--- src/rtl/trade_pkg.sv ---
// -----------------------------------------------------------------------------
// trade_pkg
// Shared types and constants for the trade order generator.
//   state_t         : order FSM states (IDLE, ISSUE, COOLDOWN)
//   side_t          : order side encoding (0 = buy, 1 = sell)
//   PRICE_FRAC_BITS : fractional bits of the 10.6 fixed-point price
// -----------------------------------------------------------------------------
package trade_pkg;

    typedef enum logic [1:0] {
        IDLE,
        ISSUE,
        COOLDOWN
    } state_t;

    typedef enum logic {
        SIDE_BUY  = 1'b0,
        SIDE_SELL = 1'b1
    } side_t;

    // Prices are carried through untouched; this documents their format.
    localparam int PRICE_FRAC_BITS = 6;

endpackage

--- src/rtl/trade_order_gen_sat_counter.sv ---
// -----------------------------------------------------------------------------
// sat_counter
// Event counter that sticks at all-ones instead of wrapping.
//   clk   : clock
//   rst   : asynchronous active-low reset, clears the count
//   inc   : count one event this cycle
//   count : current count, saturating
// -----------------------------------------------------------------------------
module sat_counter #(
    parameter int WIDTH = 16
) (
    input  logic             clk,
    input  logic             rst,
    input  logic             inc,
    output logic [WIDTH-1:0] count
);

    // NOTE: sequential state is written with non-blocking assignments only, so
    // every flop samples the values from before the clock edge.
    always_ff @(posedge clk or negedge rst) begin
        if (!rst) begin
            count <= '0;
        end else if (inc && (count != '1)) begin
            count <= count + WIDTH'(1);
        end
    end

endmodule

--- src/rtl/trade_order_gen.sv ---
// -----------------------------------------------------------------------------
// trade_order_gen
// Turns buy/sell pulses from the Z-score stage into single-quantity market
// orders on a valid/ready port, holding net position within +/-MAX_POS and
// idling for COOLDOWN_CYCLES after each accepted order.
//   clk, rst            : clock, asynchronous active-low reset
//   data_valid_z        : qualifies buy_signal, sell_signal and price
//   buy_signal          : buy request
//   sell_signal         : sell request
//   price               : price sample (10.6 fixed point)
//   order_ready         : order sink accepts the presented order
//   order_valid         : order presented
//   order_side          : 0 = buy, 1 = sell
//   order_qty           : order quantity
//   order_price         : latched price of the order
//   position            : signed net position
//   reject_cnt          : limit/conflict rejections, saturating
//   drop_cnt            : events arriving while busy, saturating
// -----------------------------------------------------------------------------
module trade_order_gen
    import trade_pkg::*;
#(
    parameter int data_width      = 16,
    parameter int POS_WIDTH       = 16,
    parameter int ORDER_QTY       = 1,
    parameter int MAX_POS         = 8,
    parameter int COOLDOWN_CYCLES = 4,
    parameter int CNT_WIDTH       = 16
) (
    input  logic                  clk,
    input  logic                  rst,
    input  logic                  data_valid_z,
    input  logic                  buy_signal,
    input  logic                  sell_signal,
    input  logic [data_width-1:0] price,
    input  logic                  order_ready,
    output logic                  order_valid,
    output logic                  order_side,
    output logic [POS_WIDTH-1:0]  order_qty,
    output logic [data_width-1:0] order_price,
    output logic [POS_WIDTH-1:0]  position,
    output logic [CNT_WIDTH-1:0]  reject_cnt,
    output logic [CNT_WIDTH-1:0]  drop_cnt
);

    // Limit check runs one bit wider so position +/- qty cannot overflow.
    localparam logic signed [POS_WIDTH:0]   QTY_X = (POS_WIDTH+1)'(ORDER_QTY);
    localparam logic signed [POS_WIDTH:0]   MAX_X = (POS_WIDTH+1)'(MAX_POS);
    localparam logic signed [POS_WIDTH:0]   MIN_X = -MAX_X;
    localparam logic signed [POS_WIDTH-1:0] QTY_S = POS_WIDTH'(ORDER_QTY);

    // Cool-down timer counts COOLDOWN_CYCLES-1 down to 0.
    localparam int CD_W    = (COOLDOWN_CYCLES > 1) ? $clog2(COOLDOWN_CYCLES) : 1;
    localparam int CD_LOAD = (COOLDOWN_CYCLES > 0) ? COOLDOWN_CYCLES - 1 : 0;

    state_t                       state;
    state_t                       state_nxt;
    side_t                        side_q;
    side_t                        accept_side;
    logic [data_width-1:0]        price_q;
    logic [POS_WIDTH-1:0]         qty_q;
    logic signed [POS_WIDTH-1:0]  pos_q;
    logic signed [POS_WIDTH:0]    pos_x;
    logic [CD_W-1:0]              cd_cnt;

    logic ev;
    logic buy_ok;
    logic sell_ok;
    logic accept;
    logic reject;
    logic drop;
    logic handshake;

    assign ev      = data_valid_z & (buy_signal | sell_signal);
    assign pos_x   = {pos_q[POS_WIDTH-1], pos_q};
    assign buy_ok  = (pos_x + QTY_X) <= MAX_X;
    assign sell_ok = (pos_x - QTY_X) >= MIN_X;

    // State register.
    always_ff @(posedge clk or negedge rst) begin
        if (!rst) begin
            state <= IDLE;
        end else begin
            state <= state_nxt;
        end
    end

    // NOTE: every signal written here gets a default first, so no path through
    // the case leaves one unassigned and no latch is inferred.
    always_comb begin
        state_nxt   = state;
        order_valid = 1'b0;
        accept      = 1'b0;
        reject      = 1'b0;
        drop        = 1'b0;
        handshake   = 1'b0;
        accept_side = SIDE_BUY;
        case (state)
            IDLE: begin
                if (ev) begin
                    if (buy_signal && sell_signal) begin
                        reject = 1'b1;
                    end else if (buy_signal) begin
                        accept      = buy_ok;
                        reject      = !buy_ok;
                        accept_side = SIDE_BUY;
                    end else begin
                        accept      = sell_ok;
                        reject      = !sell_ok;
                        accept_side = SIDE_SELL;
                    end
                end
                if (accept) begin
                    state_nxt = ISSUE;
                end
            end
            ISSUE: begin
                order_valid = 1'b1;
                // Events never queue, including one in the handshake cycle.
                drop        = ev;
                if (order_ready) begin
                    handshake = 1'b1;
                    state_nxt = (COOLDOWN_CYCLES > 0) ? COOLDOWN : IDLE;
                end
            end
            COOLDOWN: begin
                drop = ev;
                if (cd_cnt == '0) begin
                    state_nxt = IDLE;
                end
            end
            default: begin
                state_nxt = IDLE;
            end
        endcase
    end

    // Order fields, position and cool-down timer.
    always_ff @(posedge clk or negedge rst) begin
        if (!rst) begin
            side_q  <= SIDE_BUY;
            price_q <= '0;
            qty_q   <= '0;
            pos_q   <= '0;
            cd_cnt  <= '0;
        end else begin
            // Fields only change on acceptance, so they hold while idle and
            // stay stable throughout backpressure.
            if (accept) begin
                side_q  <= accept_side;
                price_q <= price;
                qty_q   <= POS_WIDTH'(ORDER_QTY);
            end
            if (handshake) begin
                pos_q <= (side_q == SIDE_BUY) ? pos_q + QTY_S : pos_q - QTY_S;
            end
            if (state != COOLDOWN && state_nxt == COOLDOWN) begin
                cd_cnt <= CD_W'(CD_LOAD);
            end else if (state == COOLDOWN && cd_cnt != '0) begin
                cd_cnt <= cd_cnt - CD_W'(1);
            end
        end
    end

    assign order_side  = logic'(side_q);
    assign order_qty   = qty_q;
    assign order_price = price_q;
    assign position    = pos_q;

    sat_counter #(.WIDTH(CNT_WIDTH)) u_reject_cnt (
        .clk   (clk),
        .rst   (rst),
        .inc   (reject),
        .count (reject_cnt)
    );

    sat_counter #(.WIDTH(CNT_WIDTH)) u_drop_cnt (
        .clk   (clk),
        .rst   (rst),
        .inc   (drop),
        .count (drop_cnt)
    );

endmodule

--- config.mk ---
export PLATFORM = sky130hd
export DESIGN_NAME = trade_order_gen
export DESIGN_NICKNAME = d
export VERILOG_FILES = /design/src/rtl/trade_pkg.sv /design/src/rtl/trade_order_gen_sat_counter.sv /design/src/rtl/trade_order_gen.sv
export SDC_FILE = /design/constraint.sdc
export NUM_CORES = 1
export LEC_CHECK = 0
export CAP_MARGIN = 20
export CORE_ASPECT_RATIO = 2
export CORE_MARGIN = 3
export CORE_UTILIZATION = 30
export DETAILED_ROUTE_END_ITERATION = 8
export PLACE_DENSITY_LB_ADDON = 0.25
export SETUP_SLACK_MARGIN = 0.3
export SYNTH_ARGS = -nofsm -noshare
export SYNTH_HDL_FRONTEND = slang
export SYNTH_SLANG_ARGS = --single-unit
export TNS_END_PERCENT = 20
--- constraint.sdc ---
create_clock -name clk -period 5.9 [get_ports clk]
set_input_delay 1.475 -clock clk [delete_from_list [all_inputs] [get_ports clk]]
set_output_delay 1.475 -clock clk [all_outputs]
set_load 0.02 [all_outputs]
Yosys cells after proc, flatten, opt, wreduce, memory -nomap -nowiden:

Cells that the tools add are included.

* flip-flop bits (word level): 70
* bits of input ports: 22
* output and inout port bits: 82
* logic and storage cells: 61

* add/sub/neg operators: 7
* $lt $le $gt $ge: 2
* equality and inequality tests: 6
* muxes and demuxes: 24
* bitwise gates (word level): 2
* reductions and logical operators: 12

Operator list (count)
* 16-bit by 1-bit adder with 16-bit output, second input constant: 2
* 16-bit != test, second input constant: 2
* 16-bit by 2-bit adder with 17-bit output, second input constant: 1
* 17-bit by 4-bit >= comparator with 1-bit output, second input constant: 1
* 17-bit by 5-bit <= comparator with 1-bit output, second input constant: 1
* 1-bit two-way mux: 17
* 16-bit by 2-bit subtractor with 17-bit output, second input constant: 1
* 16-bit by 2-bit adder with 16-bit output, second input constant: 1
* 16-bit two-way mux: 1
* 16-bit by 2-bit subtractor with 16-bit output, second input constant: 1
* 2-bit two-way mux: 5
* 2-bit case mux with 3 select lines: 1
* 1-bit logical AND: 5
* 2-bit == test, second input constant: 2
* 2-bit zero test: 2
* 2-bit nonzero test: 2
* 2-bit by 1-bit == test with 1-bit output, second input constant: 1
* 1-bit zero test: 2
* 2-bit != test, second input constant: 1
* 2-bit OR reduction: 1
* 2-bit by 1-bit subtractor with 2-bit output, second input constant: 1
* 1-bit AND: 1
* 1-bit bitwise OR: 1

Longest topological paths before layout:

Gate-level depths: netlist of the first run.

* word-level depth: 11
* mapped depth: 9
* mapped depth without buffers: 9

Hierarchy:

A second synthesis of the first run with hierarchy kept.

* cell total of the unflattened synthesis: 416
* area, all modules: 4342.9 um^2

By module, submodules not included
* trade_order_gen: instances 1, cells an instance 272, area each 2623.8 um^2, sequential area each 950.9 um^2
* sat_counter: instances 2, cells an instance 72, area each 859.6 um^2, sequential area each 400.4 um^2

Worst setup path after synthesis of the first run:

OpenSTA, ideal clock, no wires.

* kind: input port to flip-flop
* from: in sell_signal
* to: reg u_drop_cnt.count[15]
* setup time: 0.129 ns
* arrival: 2.793 ns
* data required time: 5.771 ns
* path slack: 2.978 ns
* stages: 7
* buffers on the path: 0
* cells stage by stage: o21a_1 > nand2_1 > a31oi_1 > nand4_1 > nor2_1 > nand4_1 > xnor2_1

* longest elaborated chain between the ends: 4

RTL lines
* start, declared: RTL line trade_order_gen.sv:34 `input logic sell_signal,`
* 1-bit bitwise OR: RTL line trade_order_gen.sv:74 `assign ev = data_valid_z & (buy_signal | sell_signal);`
* 1-bit AND: RTL line trade_order_gen.sv:74
* 1-bit two-way mux: RTL line trade_order_gen.sv:98 `case (state)`
* 1-bit logical AND: RTL line trade_order_gen_sat_counter.sv:23 `end else if (inc && (count != '1)) begin`
* end signal, assigned: RTL line trade_order_gen_sat_counter.sv:24 `count <= count + WIDTH'(1);`
* end, declared: RTL line trade_order_gen_sat_counter.sv:15 `output logic [WIDTH-1:0] count`

No other way between the ends.
A chain may end at the register's enable or synchronous reset.

Worst setup path after layout of the first run:

* from: in buy_signal
* to: reg u_drop_cnt.count[15]

* longest elaborated chain between the ends: 4

RTL lines
* start, declared: RTL line trade_order_gen.sv:33 `input logic buy_signal,`
* 1-bit bitwise OR: RTL line trade_order_gen.sv:74
* 1-bit AND: RTL line trade_order_gen.sv:74
* 1-bit two-way mux: RTL line trade_order_gen.sv:98
* 1-bit logical AND: RTL line trade_order_gen_sat_counter.sv:23

No other way between the ends.

==> results of run 1 <==
sequential cells by signal (all words and copies together), names as in the netlist:
| signal | flops |
|---|---|
| cd_cnt | 2 |
| order_price | 16 |
| order_qty | 1 |
| order_side | 1 |
| position | 16 |
| state | 2 |
| u_drop_cnt.count | 16 |
| u_reject_cnt.count | 16 |
cells by family after synthesis:
family | after synthesis | share of synthesized area (%)
AOI/OAI and AO/OA | 66 | 11.3
xor gates and xnor gates | 42 | 9.40
adders and majority gates | 22 | 7.22
buffers and inverters | 33 | 4.67
DFF | 70 | 44.7
muxes | 20 | 5.72
other | 1 | 0.0958
and+or+nand+nor | 125 | 16.9
final cells by class:
type	instances	area share, %
clock buffers	9	4.29
well taps	150	3.58
multi-input cells	290	38.8
repair buffers	90	17.0
flip-flops and latches	70	33.4
clock inverters	7	2.15
inverters	12	0.859
worst register-to-register path: stages, from the launching register on:
cell	delay, ns
dfrtp_1	0.80
ha_1	0.40
and3_1	0.20
a221oi_1	0.62
a221oi_1	0.33
a31oi_1	0.39
nor3_1	0.09
a31o_2	0.26
xnor2_1	0.13
layout by cell type (no fill, tap or decap), drive strengths merged, types with 4 or more instances in the layout:
cell,Yosys,routed
ha,21,21
nand2,30,30
mux2,19,19
a221oi,4,4
clkbuf,4,9
nor3,13,13
nor2,24,24
o21a,12,12
inv,12,12
a31oi,4,4
xnor2,24,24
and3,8,8
dfrtp,70,70
clkdlybuf4s50,0,87
a21oi,13,13
xor2,18,18
nor2b,6,6
nand3,13,13
nand4,13,13
conb,1,15
o31ai,5,5
o21ai,16,16
per-layer routing:
metal | track usage [%] | vias to the layer above
met1 | 15.5 | 1556
met4 | 7.80 | 0
met2 | 28.2 | 85
li1 | - | 1516
met5 | 0 | -
met3 | 2.66 | 28
cells in the mapped netlist (all sizes together), types with 3 or more instances:
| library cell | instances | area [um^2] |
|---|---|---|
| a211o | 3 | 27.5 |
| a21oi | 13 | 65.1 |
| a221oi | 4 | 41.3 |
| a31oi | 4 | 25.0 |
| and3 | 8 | 50.1 |
| buf | 17 | 123 |
| clkbuf | 4 | 15.0 |
| dfrtp | 70 | 1750 |
| ha | 21 | 263 |
| inv | 12 | 45.0 |
| mux2 | 19 | 214 |
| nand2 | 30 | 113 |
| nand3 | 13 | 65.1 |
| nand4 | 13 | 81.3 |
| nor2 | 24 | 97.6 |
| nor2b | 6 | 37.5 |
| nor3 | 13 | 65.1 |
| nor3b | 3 | 27.5 |
| nor4 | 3 | 18.8 |
| o21a | 12 | 90.1 |
| o21ai | 16 | 80.1 |
| o31ai | 5 | 37.5 |
| or4 | 3 | 22.5 |
| xnor2 | 24 | 210 |
| xor2 | 18 | 158 |
per-stage QoR:
stage          worst slack, ns  power [uW]  cells
5_1_grt                   2.24        2120    628
3_5_place_dp              2.11        1400    612
2_1_floorplan             2.98        1080    393
3_3_place_gp              2.18        1380    612
4_1_cts                   2.45        2030    628
6_report                  2.47        2000    628
worst paths after layout:
kind                            cells after the start  slack [ns]    startpoint                     to
worst max register to register                      8        2.58    order_side           position[15]
worst max-delay path                                8        2.47    buy_signal   u_drop_cnt.count[15]
worst min-delay path                                1        0.47  order_qty[0]           order_qty[0]
min in group asynchronous                           1        1.22           rst        order_price[10]
max in group asynchronous                           2        3.69           rst  u_reject_cnt.count[7]
worst min register to register                      1        0.47  order_qty[0]           order_qty[0]
power by group through the flow:
stage               Sequential [uW]  Combinational, uW  Clock (uW)
floorplan                       817                258           0
global placement                708                669           0
detailed placement              713                684           0
CTS                             707                688         636
global route                    727                732         658
finish                          704                678         621
==> results.py, run 1 <==
metrics = {
    "final_layout": {
        "drive_gt1_share_pct": 9.62,
        "nets": 517,
        "syn2layout_area_growth_pct": 34.0,
        "n_antenna_cell": 0,
        "regArea_um2": 1750,
        "multi_input_area_um2": 2030,
        "stdcell_area_um2": 5250,
        "fin_util_pct": 41.3,
        "nFillCells": 1231,
    },
    "detailed_routing": {
        "routed_wl_um": 10300,
        "drt_iter0_drc": 119,
        "wire_per_inst_um": 16.4,
        "dr_wl_met3_um": 339,
        "via_per_inst": 5.07,
        "remaining_drc_errors": 0,
        "antenna_left": 0,
        "top_layer_used": "met4",
        "wl_met2_um": 5860,
        "drtPass1Iterations": 4,
        "wl_met1_um": 3700,
        "vias": 3185,
    },
    "global_route": {
        "grt_max_degree": 38,
        "grt_pass1_vias": 3384,
        "grt_pass1_wl_um": 17000,
        "antenna_found_initial": 0,
        "grt-ovfl-total": 0,
        "grt.total_usage_pct": 15.1,
    },
    "clock_network": {
        "cts_resized": 0,
        "cts_root_buf": "clkbuf_16",
        "clock-sinks": 70,
        "clkTransAtPathRegs_ns": 0.06,
        "clk_latency_ns": 0.33,
        "cts_hold_buffers": 0,
        "cts_inserted_buffers": 9,
        "clockBufferDepth": 2,
        "post_cts_buffers": 0,
        "htree_levels": 3,
        "cts_tree": "done",
    },
    "placed_design": {
        "hpwl_um": 7910,
        "globalplace.congestion": 0.772,
        "port_buffers": 88,
        "place_area_um2": 4910,
    },
    "critical_path": {
        "slowest_stage": "clkdlybuf4s50_1",
        "cpPeakStageDelay_ns": 0.53,
        "cp-start-kind": "input pin",
        "cp.required_ns": 6.11,
        "worstPathCellList": "clkdlybuf4s50_1, o21a_1, nand2_1, a31oi_1, nand4_1, nor2_1, nand4_1, xnor2_1",
        "critical_path_class": "input pin to register",
        "crit_family": "simple AND/OR/NAND/NOR gates",
        "crit_buf_inv": 1,
        "end_kind": "register",
        "worstPathArrival_ns": 3.65,
        "crit_top_cell": "nand4_1",
        "crit_fanout": 6,
    },
    "floorplan": {
        "fp.dieW_um": 86.8,
        "start_util_pct": 30.8,
        "ios": 104,
        "row_count": 58,
        "coreArea_um2": 12700,
        "dieArea_um2": 14500,
        "die_y_um": 168,
    },
    "yosys": {
        "syn_inst": 379,
        "synthDistinctLibCells": 48,
        "synth_area_um2": 3920,
        "synthArstFlopShare_pct": 100,
        "syn_avg_cell_area_um2": 10.3,
        "ys_warn_count": 0,
        "synth_edf_count": 0,
        "synth-seq-cells": 70,
        "synth_seq_area_share_pct": 44.7,
        "synth_flop_cell": "dfrtp_1",
    },
    "pwr": {
        "ir_drop_mv": 0.213,
        "p_sw_uw": 669,
        "switching_share_pct": 33.4,
        "p_leak_uw": 0.00227,
        "p_per_area_nw_per_um2": 382,
        "p_int_uw": 1330,
        "clkPwrFrac_pct": 31.0,
        "combPwrFrac_pct": 33.8,
        "pwr-share-seq_pct": 35.1,
    },
    "sta": {
        "max_freq_mhz": 291,
        "setup_tns_ns": 0,
        "maxSlewHeadroom_pct": 39.9,
        "whs_ns": 0.470,
        "finalMaxSlewViolations": 0,
        "skew_ns": 0.00759,
        "rsz0062_at_grt": "false",
        "finalHoldViolCount": 0,
        "finalCritPeriodShare_pct": 58.2,
        "worstMarginPinSlew_ns": 0.899,
        "setup_viol": 0,
        "fin_crit_ns": 3.43,
    },
    "hold_path": {
        "min_path_type": "register to register",
    },
    "run_status": {
        "status": "completed",
    },
    "flow_run": {
        "cap_violations": 0,
    },
}
No activity file was read; power rests on OpenSTA's default activity.
==> run 2, diff against run 1 <==
==> constraint.sdc (replaced) <==
create_clock -name clk -period 3.1 [get_ports clk]
set_input_delay 0.775 -clock clk [delete_from_list [all_inputs] [get_ports clk]]
set_output_delay 0.775 -clock clk [all_outputs]
set_load 0.02 [all_outputs]
==> run 2 against run 1 <==
Final area is 0.69% higher. Die area unchanged. Combinational power up 90%. Sequential power up 90%. Register-to-register slack got worse by 2.1 ns. Hold slack worse by 0.0015 ns. First-iteration DRC count is 23% lower. Flip-flop and latch count unchanged. Non-clock buffer count grew 6. Clock power grew 77%. Clock skew grew 0.0056 ns. Utilization up 0.29 points. Critical endpoint is now position[14]. Highest routed layer unchanged.
==> results.py, run 2 (synthesis gave the netlist of run 1 again) <==
metrics = {
    "run_status": {
        "status": "completed",
    },
    "global_route": {
        "grt_pass1_wl_um": 16900,
        "grt-ovfl-total": 0,
        "antenna_found_initial": 0,
        "grt_max_degree": 71,
        "grt_pass1_vias": 3310,
        "grt.total_usage_pct": 15.0,
    },
    "clock_network": {
        "clk_latency_ns": 0.33,
        "htree_levels": 3,
        "clkTransAtPathRegs_ns": 0.06,
        "clockBufferDepth": 2,
        "cts_inserted_buffers": 9,
        "clock-sinks": 70,
        "cts_hold_buffers": 0,
        "cts_root_buf": "clkbuf_16",
        "cts_tree": "done",
        "post_cts_buffers": 0,
    },
    "final_layout": {
        "n_antenna_cell": 0,
        "nets": 523,
        "finalNonFillerCells": 634,
        "final_cell_mix": "87 x clkdlybuf4s50_1, 69 x dfrtp_1, 30 x nand2_1",
        "stdcell_area_um2": 5280,
        "mostFrequentLayoutCell": "clkdlybuf4s50_1",
        "syn2layout_area_growth_pct": 34.9,
        "nFillCells": 1216,
        "drive_gt1_share_pct": 10.7,
    },
    "detailed_routing": {
        "remaining_drc_errors": 0,
        "wl_met2_um": 5930,
        "drt_iter0_drc": 92,
        "top_layer_used": "met4",
        "routed_wl_um": 10400,
        "via_per_inst": 5.02,
        "wire_per_inst_um": 16.4,
        "antenna_left": 0,
        "dr_wl_met3_um": 316,
        "vias": 3185,
        "drtPass1Iterations": 7,
        "wl_met1_um": 3780,
    },
    "critical_path": {
        "crit_fanout": 13,
        "worstPathCellList": "ha_1, nor2b_1, o21a_1, o21ai_0, a21oi_1, o41ai_1, nand4b_1, o211ai_1",
        "critical_path_class": "register to register",
        "cp-start-kind": "register",
        "slowest_stage": "dfrtp_2",
        "r2r_cells": 8,
        "worstPathArrival_ns": 2.86,
        "cp.required_ns": 3.34,
        "cpPeakStageDelay_ns": 0.51,
        "end_kind": "register",
    },
    "hold_path": {
        "hold-path-cell-count": 1,
        "min_path_type": "register to register",
    },
    "placed_design": {
        "globalplace.congestion": 0.818,
        "hpwl_um": 7900,
        "port_buffers": 88,
        "pre_cts_ws_ns": 0.251,
        "dp.cells": 618,
        "place_area_um2": 4970,
    },
    "sta": {
        "setup_tns_ns": 0,
        "maxSlewHeadroom_pct": 36.6,
        "finalCritPeriodShare_pct": 84.5,
        "fin_ws_ns": 0.479,
        "finalMaxSlewViolations": 0,
        "fin_crit_ns": 2.62,
        "setup_viol": 0,
        "finalHoldViolCount": 0,
        "skew_ns": 0.0132,
        "rsz0062_at_grt": "false",
        "worstMarginPinSlew_ns": 0.951,
        "max_freq_mhz": 382,
    },
    "floorplan": {
        "start_util_pct": 30.8,
        "dieArea_um2": 14500,
        "fp.dieW_um": 86.8,
        "die_y_um": 168,
        "ios": 104,
        "row_count": 58,
        "coreArea_um2": 12700,
    },
    "pwr": {
        "p_per_area_nw_per_um2": 707,
        "finalPower_uw": 3730,
        "p_leak_uw": 0.00229,
        "ir_drop_mv": 0.478,
    },
    "flow_run": {
        "cap_violations": 0,
    },
}
run 2: final cells by class:
class	instances	area, um^2	area share (%)
tap	150	188	3.55
clock inverter	6	86.3	1.63
clock buffer	10	229	4.33
multi-input combinational	290	2030	38.5
sequential	70	1750	33.2
timing repair buffer	96	948	18.0
inverter	12	45.0	0.853
run 2: worst paths after layout:
| check | slack, ns | from | to |
|---|---|---|---|
| worst max-delay path | 0.48 | order_side | position[14] |
| worst min-delay path | 0.47 | order_qty[0] | order_qty[0] |
| worst max register to register | 0.48 | order_side | position[14] |
| worst min register to register | 0.47 | order_qty[0] | order_qty[0] |
| max in group asynchronous | 1.74 | rst | order_side |
| min in group asynchronous | 0.67 | rst | order_price[11] |
run 2: what timing repair did:
| item | in CTS | in global routing |
|---|---|---|
| setup endpoints to repair | 0 | 3 |
| gates resized for setup | 0 | 1 |
| endpoints found under the hold margin | 0 | 0 |
run 2: metrics by stage:
step	hold WS (ns)	util, %
final	0.469	41.6
after global routing	0.503	41.6
after CTS	0.474	41.6
after detailed placement	0.460	39.1
after global placement	0.458	39.1
after floorplan	0.479	-
run 2: worst max-delay path: cells and delay by family (launching register included):
kind | cells | cell delay [ns]
compound gates | 5 | 1.34
fa+ha+maj | 1 | 0.38
flops | 1 | 0.51
simple gates | 2 | 0.30
run 2: power breakdown:
| group | leakage, uW | switching [uW] | internal, uW |
|---|---|---|---|
| Sequential | 0.000893 | 206 | 1130 |
| Clock | 0.000152 | 399 | 703 |
| Combinational | 0.00124 | 658 | 635 |
run 2: layer usage:
metal	up-vias	GRT usage, %
met5	-	0
met1	1553	15.6
met3	24	2.22
met4	0	8.07
met2	88	27.9
li1	1520	-
